`src/rtl/xt_fetch_ctrl.sv`:
```
// xt_fetch_ctrl: streams num_tiles consecutive x_t tiles out of the input ROM,
// follows the ROM's fixed 2-cycle read latency with a valid/index tag pipe and
// buffers returned tiles in a small FIFO feeding a valid/ready output stream.
// Optional feature macro: XT_FETCH_PERF_EN enables the stall_cycles counter;
// when it is undefined stall_cycles is tied to zero.
//
// state | meaning
// IDLE  | waiting for start
// RUN   | issuing addresses under the FIFO credit limit
// DRAIN | all addresses issued, waiting for in-flight reads and the FIFO to empty
// DONE  | one-cycle done pulse, back to IDLE
module xt_fetch_ctrl #(
    parameter int ADDR_W     = 6,
    parameter int DATA_W     = 16,
    parameter int TILE_SIZE  = 4,
    parameter int FIFO_DEPTH = 4
) (
    input  logic                     clk,
    input  logic                     rst,
    input  logic                     start,
    input  logic                     abort,
    input  logic [ADDR_W-1:0]        base_addr,
    input  logic [ADDR_W:0]          num_tiles,
    output logic                     busy,
    output logic                     done,
    output logic                     rom_en,
    output logic [ADDR_W-1:0]        rom_addr,
    input  logic signed [DATA_W-1:0] rom_dout_vec [TILE_SIZE],
    output logic                     out_valid,
    input  logic                     out_ready,
    output logic signed [DATA_W-1:0] out_vec [TILE_SIZE],
    output logic                     out_last,
    output logic [ADDR_W-1:0]        out_idx,
    output logic [31:0]              stall_cycles
);

    localparam int PTR_W = (FIFO_DEPTH > 1) ? $clog2(FIFO_DEPTH) : 1;
    localparam int CNT_W = $clog2(FIFO_DEPTH + 1);

    generate
        if (FIFO_DEPTH < 4) begin : g_depth_chk
            $error("xt_fetch_ctrl: FIFO_DEPTH must be at least 4");
        end
    endgenerate

    typedef enum logic [1:0] {S_IDLE, S_RUN, S_DRAIN, S_DONE} state_t;

    state_t              state;
    logic [ADDR_W-1:0]   base_q;
    logic [ADDR_W:0]     num_q;
    logic [ADDR_W:0]     issue_cnt;
    logic [ADDR_W-1:0]   addr_hold;

    logic [1:0]          tag_v;
    logic [ADDR_W-1:0]   tag_idx [2];

    logic signed [DATA_W-1:0] fifo_data [FIFO_DEPTH][TILE_SIZE];
    logic [ADDR_W-1:0]   fifo_idx  [FIFO_DEPTH];
    logic                fifo_last [FIFO_DEPTH];
    logic [PTR_W-1:0]    rd_ptr, wr_ptr;
    logic [CNT_W-1:0]    fifo_count;

    logic                issue, issue_last, flush, push, pop, push_last, drain_ok;
    logic [1:0]          inflight;

    function automatic logic [PTR_W-1:0] next_ptr(input logic [PTR_W-1:0] p);
        return (p == PTR_W'(FIFO_DEPTH - 1)) ? '0 : p + 1'b1;
    endfunction

    // Credit check, issue decision and ROM / stream drive; a discarded capture is
    // cheaper than letting the ROM zero its output between issues.
    always_comb begin
        inflight   = {1'b0, tag_v[0]} + {1'b0, tag_v[1]};
        flush      = abort && (state == S_RUN || state == S_DRAIN);
        issue      = (state == S_RUN) && !abort &&
                     ((int'(fifo_count) + int'(inflight)) < FIFO_DEPTH);
        issue_last = issue && (issue_cnt == num_q - 1'b1);
        rom_addr   = issue ? base_q + issue_cnt[ADDR_W-1:0] : addr_hold;
        rom_en     = (state == S_RUN) || (state == S_DRAIN && tag_v != 2'b00);
        out_valid  = (fifo_count != '0);
        pop        = out_valid && out_ready;
        push       = tag_v[1];
        push_last  = ({1'b0, tag_idx[1]} == num_q - 1'b1);
        drain_ok   = (tag_v == 2'b00) &&
                     (fifo_count == '0 || (fifo_count == CNT_W'(1) && pop));
        out_idx    = fifo_idx[rd_ptr];
        out_last   = out_valid && fifo_last[rd_ptr];
        for (int j = 0; j < TILE_SIZE; j++) out_vec[j] = fifo_data[rd_ptr][j];
    end

    // Sequencer FSM with registered busy/done.
    always_ff @(posedge clk) begin
        if (rst) begin
            state     <= S_IDLE;
            busy      <= 1'b0;
            done      <= 1'b0;
            base_q    <= '0;
            num_q     <= '0;
            issue_cnt <= '0;
            addr_hold <= '0;
        end else begin
            done <= 1'b0;
            case (state)
                S_IDLE: begin
                    if (start) begin
                        base_q    <= base_addr;
                        num_q     <= num_tiles;
                        issue_cnt <= '0;
                        if (num_tiles == '0) begin
                            state <= S_DONE;
                            done  <= 1'b1;
                        end else begin
                            state <= S_RUN;
                            busy  <= 1'b1;
                        end
                    end
                end
                S_RUN: begin
                    if (abort) begin
                        state <= S_DONE;
                        busy  <= 1'b0;
                        done  <= 1'b1;
                    end else if (issue) begin
                        issue_cnt <= issue_cnt + 1'b1;
                        addr_hold <= rom_addr;
                        if (issue_last) state <= S_DRAIN;
                    end
                end
                S_DRAIN: begin
                    if (abort || drain_ok) begin
                        state <= S_DONE;
                        busy  <= 1'b0;
                        done  <= 1'b1;
                    end
                end
                S_DONE:  state <= S_IDLE;
                default: state <= S_IDLE;
            endcase
        end
    end

    // Tag pipe mirroring the ROM read latency; stage 1 marks valid return data.
    always_ff @(posedge clk) begin
        if (rst || flush) begin
            tag_v      <= 2'b00;
            tag_idx[0] <= '0;
            tag_idx[1] <= '0;
        end else begin
            tag_v      <= {tag_v[0], issue};
            tag_idx[0] <= issue_cnt[ADDR_W-1:0];
            tag_idx[1] <= tag_idx[0];
        end
    end

    // Return FIFO; storage is cleared on reset so the stream outputs read as zero.
    always_ff @(posedge clk) begin
        if (rst) begin
            rd_ptr     <= '0;
            wr_ptr     <= '0;
            fifo_count <= '0;
            for (int i = 0; i < FIFO_DEPTH; i++) begin
                fifo_idx[i]  <= '0;
                fifo_last[i] <= 1'b0;
                for (int j = 0; j < TILE_SIZE; j++) fifo_data[i][j] <= '0;
            end
        end else if (flush) begin
            rd_ptr     <= '0;
            wr_ptr     <= '0;
            fifo_count <= '0;
        end else begin
            if (push) begin
                for (int j = 0; j < TILE_SIZE; j++) fifo_data[wr_ptr][j] <= rom_dout_vec[j];
                fifo_idx[wr_ptr]  <= tag_idx[1];
                fifo_last[wr_ptr] <= push_last;
                wr_ptr            <= next_ptr(wr_ptr);
            end
            if (pop) rd_ptr <= next_ptr(rd_ptr);
            if (push && !pop)      fifo_count <= fifo_count + 1'b1;
            else if (!push && pop) fifo_count <= fifo_count - 1'b1;
        end
    end

    // The credit rule must never let a push land on a full FIFO.
    a_no_overflow: assert property (@(posedge clk) disable iff (rst)
        !(push && !pop && fifo_count == CNT_W'(FIFO_DEPTH)));

`ifdef XT_FETCH_PERF_EN
    // Saturating count of cycles where a tile waits on the consumer.
    always_ff @(posedge clk) begin
        if (rst) begin
            stall_cycles <= '0;
        end else if (state == S_IDLE && start) begin
            stall_cycles <= '0;
        end else if (out_valid && !out_ready && stall_cycles != '1) begin
            stall_cycles <= stall_cycles + 1'b1;
        end
    end
`else
    assign stall_cycles = '0;
`endif

endmodule

```
`config.mk`:
```
export PLATFORM = sky130hd
export DESIGN_NAME = xt_fetch_ctrl
export DESIGN_NICKNAME = d
export VERILOG_FILES = /design/src/rtl/xt_fetch_ctrl.sv
export SDC_FILE = /design/constraint.sdc
export NUM_CORES = 1
export LEC_CHECK = 0
export ABC_AREA = 1
export CAP_MARGIN = 25
export CORE_ASPECT_RATIO = 0.9
export CORE_MARGIN = 2
export CORE_UTILIZATION = 50
export CTS_CLUSTER_DIAMETER = 200
export CTS_CLUSTER_SIZE = 24
export DETAILED_ROUTE_END_ITERATION = 8
export GPL_TIMING_DRIVEN = 0
export PLACE_DENSITY_LB_ADDON = 0.2
export SKIP_LAST_GASP = 1
export SYNTH_ARGS = -nofsm -noshare
export SYNTH_HDL_FRONTEND = slang
export SYNTH_SLANG_ARGS = --single-unit
export TNS_END_PERCENT = 50
```
`constraint.sdc`:
```
create_clock -name clk -period 3.4 [get_ports clk]
set_input_delay 1.02 -clock clk [delete_from_list [all_inputs] [get_ports clk]]
set_output_delay 1.02 -clock clk [all_outputs]
set_load 0.05 [all_outputs]
```
==> flow_metrics.tcl <==
set metrics [dict create \
    finalCritPeriodShare 0.983 \
    die_width_um 187 \
    critPathKind "flop to output port" \
    maxSlewViolCount 0 \
    grt_usage 0.228 \
    setup_violations 0 \
    drt_iter0_drc 968 \
    multi_input_area_sq_um 4530 \
    synth_top_area_frac 0.568 \
    cts_buffers 18 \
    cp_common_cell "inv_1" \
    antenna_found_initial 0 \
    htreeDepth 1 \
    synth_common_cells "nor2_1, edfxtp_1, o21ai_0" \
    cts-root-buf "clkbuf_16" \
    rr_startpoint "state[0]" \
    power.total_mw 11.0 \
    worstHoldStart "tag_idx[0][5]" \
    insertedDiodeCount 0 \
    ios 195 \
    dr.pass1.iters 5 \
    worstSkewPairLatency_ns 0.52 \
    synth_cells 1513 \
    clock_sinks 337 \
    synthMuxAreaShare 0 \
    fmax_mhz 299 \
    synth_top_cells_by_area "edfxtp_1, nor2_1, dfxtp_1" \
    path_cells "inv_1, ha_1, inv_1, nor2_1, inv_1, clkdlybuf4s50_1" \
    p_per_area_nw_per_um2 621 \
    slowest_stage "clkdlybuf4s50_1" \
    critPathLaunchType "flop" \
    via_count 11200 \
    synth_top_family_by_area "simple AND/OR/NAND/NOR gates" \
    hpwl_um 24200 \
    wl_per_cell_um 17.1 \
    worstPathRequired_ns 2.38 \
    place.gp.congestion 0.871 \
    power.static_leakage_nw 7.30 \
    synthArstFlopShare 0 \
    design_area_sq_um 17800 \
    ir_drop_mv 0.485 \
    critical_path_buf_inv_count 4 \
    synth_flop_cell "edfxtp_1" \
    drive_gt1_frac 0.127 \
    grt_pass1_wl_um 56700 \
    synth_warnings 0 \
    crit_start "fifo_count[0]" \
    totalWireLength_um 36600 \
    numPortBuffers 162 \
    start_util 0.505 \
    synth_edf_count 284 \
    drcViolationCount 0 \
    yosysSeqAreaShare 0.638 \
    crit_arrival_ns 2.32 \
    cp_top_family "buffers and inverters" \
    grt_max_degree 50 \
    yosysTopAreaCell "edfxtp_1" \
    synth.distinct_cells 38 \
    row_count 60 \
    synthSimpleGateAreaFrac 0.161 \
    fill_cells 2593 \
    syn-cell-area_sq_um 15000 \
    grt_pass1_vias 10900 \
    cp_max_fo 6 \
    slew_headroom 0.314 \
    core_area_sq_um 29700 \
    worstSetupEndpointType "output port" \
    grt-ovfl-total 0 \
    hold_class "flop to flop" \
    cts_tree "yes" \
    synthToLayoutAreaGrowth_pct 18.3 \
    via_per_inst 5.22 \
    skew_ns 0.0223 \
    antenna_left 0 \
    max_stage_delay_ns 0.82 \
    max_cap_viol_count 0 \
    worst_pin_slew_ns 1.03 \
    clk_pin_slew_ns 0.09 \
    yosysMostFrequentCell "nor2_1" \
    avgSynthCellArea_sq_um 9.93 \
    die_y_um 168 \
    cts.path.max_buffers 3 \
    ctsHoldBuffers 0 \
    fin_nets 1835 \
    status "completed" \
    seq_area_sq_um 9590 \
    yosys_register_bits 337 \
    hold_viol 0 \
    utilization 0.598 \
    rsz0062_at_grt "yes" \
    fin_crit_ns 3.34 \
    postPlaceCellArea_sq_um 17400 \
    synthAdderAreaFrac 0.0197 \
    synth_xor_area_frac 0.00641 \
    design.die.area_sq_um 31500 \
    synth_compound_area_frac 0.102 \
]
==> through the flow <==
| step | setup WS, ns | hold WS, ns | setup TNS (ns) | cells |
|---|---|---|---|---|
| 2_1_floorplan | -0.134 | 0.394 | -17.14 | 1544 |
| 3_3_place_gp | -2.20 | 0.395 | -432.81 | 2109 |
| 3_5_place_dp | -0.820 | 0.401 | -67.20 | 2114 |
| 4_1_cts | -0.0114 | 0.414 | -0.0122 | 2145 |
| 5_1_grt | -0.0841 | 0.440 | -0.0882 | 2145 |
| 6_report | 0.0582 | 0.413 | 0 | 2145 |
==> layout make-up <==
class | instances | area share
tap | 403 | 0.0284
clock inverter | 2 | 0.00268
inverter | 133 | 0.0286
buffer | 113 | 0.0365
clock buffer | 30 | 0.0291
timing repair buffer | 167 | 0.0800
multi-input combinational | 960 | 0.255
sequential | 337 | 0.540
==> path summary, 6_finish.rpt <==
check                                         to  slack, ns  cells past startpoint
worst max-delay path                   out_valid       0.06                      6
worst min-delay path              tag_idx[0][11]       0.41                      2
worst max register to register  fifo_data[0][13]       0.47                     10
worst min register to register    tag_idx[0][11]       0.41                      2
==> worst register-to-register path, delay by kind of cell (launching register included) <==
family        cells  cell delay [ns]
flops             1             0.42
simple gates      5             0.90
fa+ha+maj         1             0.33
buf+inv           4             0.92
==> registers in the layout, summed over array words and instances (netlist names), named ones only <==
register and flops:
fifo_data 256, state 2, num_q 7, rd_ptr 2, tag_idx 12, done 1, issue_cnt 7, tag_v 2
base_q 6, fifo_count 3, addr_hold 6, busy 1, wr_ptr 2, fifo_last 4, fifo_idx 24
==> layer usage <==
metal | share of wire | routed length (um) | global-route usage | up-vias
met5 | 0 | 0 | 0 | -
met4 | 0.029 | 1050 | 0.0690 | 0
met3 | 0.071 | 2580 | 0.0315 | 70
met2 | 0.47 | 17200 | 0.380 | 433
met1 | 0.43 | 15800 | 0.313 | 5270
li1 | - | - | - | 5431
==> placed cells by master (no fill, tap or decap), drive strengths merged, types with 9 or more instances in the layout <==
cell / Yosys / final
o21ai: 170 / 170
ha: 22 / 22
o22ai: 70 / 70
nand2: 89 / 89
nor2: 484 / 484
conb: 1 / 32
buf: 69 / 148
clkbuf: 45 / 77
xor2: 9 / 9
nand3: 20 / 20
dfxtp: 53 / 53
clkdlybuf4s50: 0 / 84
a21oi: 33 / 33
inv: 132 / 131
edfxtp: 284 / 284
==> report_power, final <==
group | internal, mW | switching (mW)
clock | 1.11 | 1.31
sequential | 4.70 | 0.110
combinational | 1.04 | 2.76
total | 6.85 | 4.18
==> kinds of logic (layout without fill, tap and decap cells) <==
logic type,Yosys count,in the layout
AND/OR/NAND/NOR,612,612
flip-flops,337,337
AO/OA/AOI/OAI,282,282
buffers and inverters,247,445
adder cells (fa/ha/maj),23,23
XOR/XNOR,11,11
other,1,32
==> what timing repair did <==
| action | 4_1_cts | 5_1_grt |
|---|---|---|
| pin swaps | 1 | 3 |
| setup buffers | 0 | 0 |
| endpoints found under the setup margin | 78 | 48 |
| hold endpoints to repair | 0 | 0 |
| gates resized for setup | 448 | 15 |
Note: power is estimated with default switching activity, not from simulation.
